<file path="src/rtl/banco_registros.sv">
// Two-read/one-write register file with register 0 hardwired to zero and a sequential dump port.
// Optional write-to-read forwarding on rd1/rd2 when BANCO_REGISTROS_BYPASS_EN is defined.
module banco_registros #(
    parameter int DATA_W = 32,
    parameter int ADDR_W = 5
) (
    input  logic              clk,
    input  logic              rst,
    input  logic              we,
    input  logic [ADDR_W-1:0] wa,
    input  logic [DATA_W-1:0] wd,
    input  logic [ADDR_W-1:0] ra1,
    input  logic [ADDR_W-1:0] ra2,
    output logic [DATA_W-1:0] rd1,
    output logic [DATA_W-1:0] rd2,
    input  logic              dump_start,
    output logic              dump_busy,
    output logic              dump_valid,
    output logic [ADDR_W-1:0] dump_addr,
    output logic [DATA_W-1:0] dump_data
);

    localparam int unsigned DEPTH = 2 ** ADDR_W;

    typedef enum logic {
        IDLE,
        SCAN
    } state_t;

    logic [DATA_W-1:0] regs [DEPTH];
    logic              wr_en;
    logic [DATA_W-1:0] stored1;
    logic [DATA_W-1:0] stored2;
    state_t            state;
    state_t            state_nxt;
    logic [ADDR_W-1:0] addr_nxt;

    assign wr_en = we && (wa != '0);

    always_ff @(posedge clk or posedge rst) begin
        if (rst) begin
            for (int unsigned i = 0; i < DEPTH; i++) begin
                regs[i] <= '0;
            end
        end else if (wr_en) begin
            regs[wa] <= wd;
        end
    end

    always_comb begin
        stored1 = (ra1 == '0) ? '0 : regs[ra1];
        stored2 = (ra2 == '0) ? '0 : regs[ra2];
    end

`ifdef BANCO_REGISTROS_BYPASS_EN
    // Forwarding is suppressed during reset so the read ports stay at zero.
    always_comb begin
        rd1 = (!rst && wr_en && (wa == ra1)) ? wd : stored1;
        rd2 = (!rst && wr_en && (wa == ra2)) ? wd : stored2;
    end
`else
    always_comb begin
        rd1 = stored1;
        rd2 = stored2;
    end
`endif

    always_ff @(posedge clk or posedge rst) begin
        if (rst) begin
            state     <= IDLE;
            dump_addr <= '0;
        end else begin
            state     <= state_nxt;
            dump_addr <= addr_nxt;
        end
    end

    always_comb begin
        state_nxt  = state;
        addr_nxt   = dump_addr;
        dump_busy  = 1'b0;
        dump_valid = 1'b0;
        case (state)
            IDLE: begin
                addr_nxt = '0;
                if (dump_start) begin
                    state_nxt = SCAN;
                end
            end
            SCAN: begin
                dump_busy  = 1'b1;
                dump_valid = 1'b1;
                addr_nxt   = dump_addr + 1'b1;
                if (dump_addr == '1) begin
                    state_nxt = IDLE;
                end
            end
            default: begin
                state_nxt = IDLE;
                addr_nxt  = '0;
            end
        endcase
    end

    assign dump_data = (dump_addr == '0) ? '0 : regs[dump_addr];

endmodule

</file>
<file path="config.mk">
export PLATFORM = sky130hd
export DESIGN_NAME = banco_registros
export DESIGN_NICKNAME = d
export VERILOG_FILES = /design/src/rtl/banco_registros.sv
export SDC_FILE = /design/constraint.sdc
export NUM_CORES = 2
export LEC_CHECK = 0
export CAP_MARGIN = 20
export CORE_MARGIN = 8
export CORE_UTILIZATION = 45
export CTS_CLUSTER_SIZE = 12
export DETAILED_ROUTE_END_ITERATION = 12
export PLACE_DENSITY = 0.7
export SETUP_SLACK_MARGIN = 0.2
export SLEW_MARGIN = 20
export SYNTH_ARGS = -nofsm -noshare
export SYNTH_HDL_FRONTEND = slang
export SYNTH_SLANG_ARGS = --single-unit
</file>
<file path="constraint.sdc">
create_clock -name clk -period 50.3 [get_ports clk]
set_input_delay 12.575 -clock clk [delete_from_list [all_inputs] [get_ports clk]]
set_output_delay 12.575 -clock clk [all_outputs]
set_load 0.02 [all_outputs]
</file>
==> impl_metrics.tcl <==
set metrics [dict create \
    critical_path_required_ps 37720 \
    powerDensity_nw_per_um2 47.88 \
    timing.fmax_mhz 32.87 \
    post-place-ws_ps 19540 \
    drv_cap 0 \
    min_to "regs[1012]$_DFFE_PP0P_" \
    cts-root-buf "clkbuf_16" \
    initial_utilization 0.4524 \
    synth_simple_gate_area_frac 0.02679 \
    drive_above_1_share 0.4218 \
    clockPowerShare 0.255 \
    swShare 0.3702 \
    synthArstFlopShare 1.000 \
    rsz0062_at_grt "false" \
    syn-cell-area_um2 62960 \
    htreeDepth 3 \
    post-route-period-util 0.6049 \
    grt_max_degree 166 \
    finalCriticalPeriod_ps 30420 \
    avgSynthCellArea_um2 13.65 \
    hold_violations 0 \
    syn_nets 4665 \
    synth-main-ff-cell "dfrtp_1" \
    overflow 0 \
    drc 0 \
    synth_top_family_by_area "multiplexers" \
    grt_use_total 0.2839 \
    grt_pass1_vias 44770 \
    hold_path_startpoint "regs[1012]$_DFFE_PP0P_" \
    reg2reg_slack_ps 47440 \
    dpl.hpwl_um 121400 \
    antenna_left 0 \
    p_int_mw 2.084 \
    p_sw_mw 1.225 \
    tns_ps 0 \
    yosysSeqAreaShare 0.4094 \
    die_y_um 390.1 \
    p_leak_nw 29.39 \
    clk_pin_slew_ps 60 \
    vias_per_cell 7.074 \
    status "complete, no violations" \
    post_cts_buffers 0 \
    worstHoldPathCells 0 \
    grt_pass1_wl_um 321700 \
    row_count 137 \
    ys_ff_latch 1030 \
    areaGrowthSynthToFinish_pct 9.783 \
    cts_sinks 1030 \
    cp-start-kind "input port" \
    crit_type "input port to output port" \
    hold_buffers 0 \
    drt-pass1-iter-count 6 \
    drt-total-wl_um 221400 \
    slew_violations 0 \
    hold_ws_ps 425.0 \
    synth_cell_types 48 \
    num_io_pins 154 \
    synthMuxAreaShare 0.4488 \
    port_buffers 153 \
    die_w_um 390.1 \
    cts_tree "built" \
    antenna_found_initial 11 \
    syn-instance-count 4611 \
    layout_common_cells "1027 x dfrtp_1, 1003 x mux2_2, 530 x mux4_2" \
    postLayoutSetupSlackWorst_ps 19880 \
    gp_congestion 0.8485 \
    fin_nets 4488 \
    via_count 45320 \
    pwr-share-seq 0.353 \
    p_total_mw 3.310 \
    die_area_um2 152100 \
    setup_viol 0 \
    cts_resized 0 \
    hold_class "flop to flop" \
    yosys.area_share.xor_xnor 0.0002782 \
    yosys_warnings 0 \
    cp_max_fo 80 \
    synthAdderAreaFrac 0.0005962 \
    worstSkewPairLatency_ps 740 \
    layout_commonest_cell "dfrtp_1" \
    ir_drop_mv 0.06230 \
    cts_made_buffers 111 \
    wire_per_inst_um 34.56 \
    clk_path_buf_depth 3 \
    timing.rr.start "dump_addr[2]$_DFF_PP0_" \
    power_frac_comb 0.392 \
    cp.arrival_ps 17850 \
    relSlewSlack 0.1642 \
    endpoint_kind "output port" \
    synth_compound_area_frac 0.07376 \
    synth_edf_count 0 \
    r2r-end "dump_addr[3]$_DFF_PP0_" \
    worst_pin_slew_ps 1249 \
    core_um2 139200 \
    drtIter0Drc 5950 \
    finClkSkew_ps 4.248 \
    reg2regPathDepth 5 \
]
[state kept, by name (all words and copies together) (netlist names)]
name and cells:
dump_addr 5, regs 1024, state 1
[worst max-delay path: stages]
cell and delay, ps:
buf_8 600, buf_6 700, buf_4 820, buf_4 720, mux4_2 360, o22ai_1 80
a211o_1 340, a31oi_1 720, clkdlybuf4s50_1 770
[worst max-delay path by stage]
| stage | startpoint | end | cells past startpoint |
|---|---|---|---|
| after floorplan | rst | dump_addr[0]$_DFF_PP0_ | 1 |
| after global placement | ra1[1] | rd1[16] | 9 |
| after detailed placement | ra1[1] | rd1[16] | 9 |
| after CTS | ra1[1] | rd1[16] | 9 |
| after global routing | ra1[1] | rd1[16] | 9 |
| final | ra1[1] | rd1[16] | 9 |
[metal layers]
layer,track usage,part of all wire
met5,0.009885,0.0010
met4,0.1492,0.056
met3,0.09032,0.12
met2,0.4040,0.43
met1,0.3869,0.39
[synthesized netlist by cell type, types with 10 or more instances]
| cell type | instances | share of area |
|---|---|---|
| dfrtp_1 | 1030 | 0.41 |
| mux2_2 | 1003 | 0.18 |
| mux4_2 | 530 | 0.19 |
| mux2i_1 | 502 | 0.080 |
| clkbuf_1 | 276 | 0.016 |
| a22oi_1 | 178 | 0.021 |
| nand2_1 | 166 | 0.0099 |
| buf_2 | 124 | 0.0099 |
| o22ai_1 | 94 | 0.0093 |
| nor2_1 | 82 | 0.0049 |
| buf_1 | 69 | 0.0041 |
| a22o_1 | 64 | 0.0089 |
| a21oi_1 | 57 | 0.0045 |
| a211oi_1 | 53 | 0.0063 |
| buf_4 | 50 | 0.0060 |
| nor3_1 | 50 | 0.0040 |
| a2111oi_0 | 35 | 0.0049 |
| a31oi_1 | 35 | 0.0035 |
| a211o_1 | 33 | 0.0046 |
| o221ai_1 | 32 | 0.0045 |
| or3_1 | 31 | 0.0031 |
| buf_6 | 21 | 0.0038 |
| o21ai_0 | 20 | 0.0016 |
| a2111oi_2 | 16 | 0.0038 |
| and2_1 | 10 | 0.00099 |
[cell families after synthesis]
kind of cell,after synthesis
buf+inv,545
fa+ha+maj,3
compound gates,622
xor+xnor,2
mux,2035
flops,1030
simple gates,374
[per-stage QoR]
step,utilization,area (um^2),cells
floorplan,-,62960,4611
global placement,0.4700,65420,6196
detailed placement,0.4700,65430,6197
CTS,0.4966,69130,6399
global route,0.4966,69120,6404
finish,0.4966,69120,6407
[power groups by stage]
stage               clock network [mW]  logic, mW  registers [mW]
global route                     0.887       1.36            1.19
detailed placement                   0       1.27            1.17
global placement                     0       1.26            1.16
CTS                              0.853       1.28            1.16
finish                           0.843       1.30            1.17
floorplan                            0      0.918            1.11
[layout make-up]
type | count | area, um^2
multi-input combinational | 3036 | 34960
inverter | 5 | 26.28
tap | 1876 | 2347
timing repair buffer | 250 | 2283
sequential | 1030 | 25790
antenna | 8 | 20.02
fill | 11940 | 70070
clock buffer | 167 | 3321
clock inverter | 35 | 381.6
No activity file was read; power rests on OpenSTA's default activity.
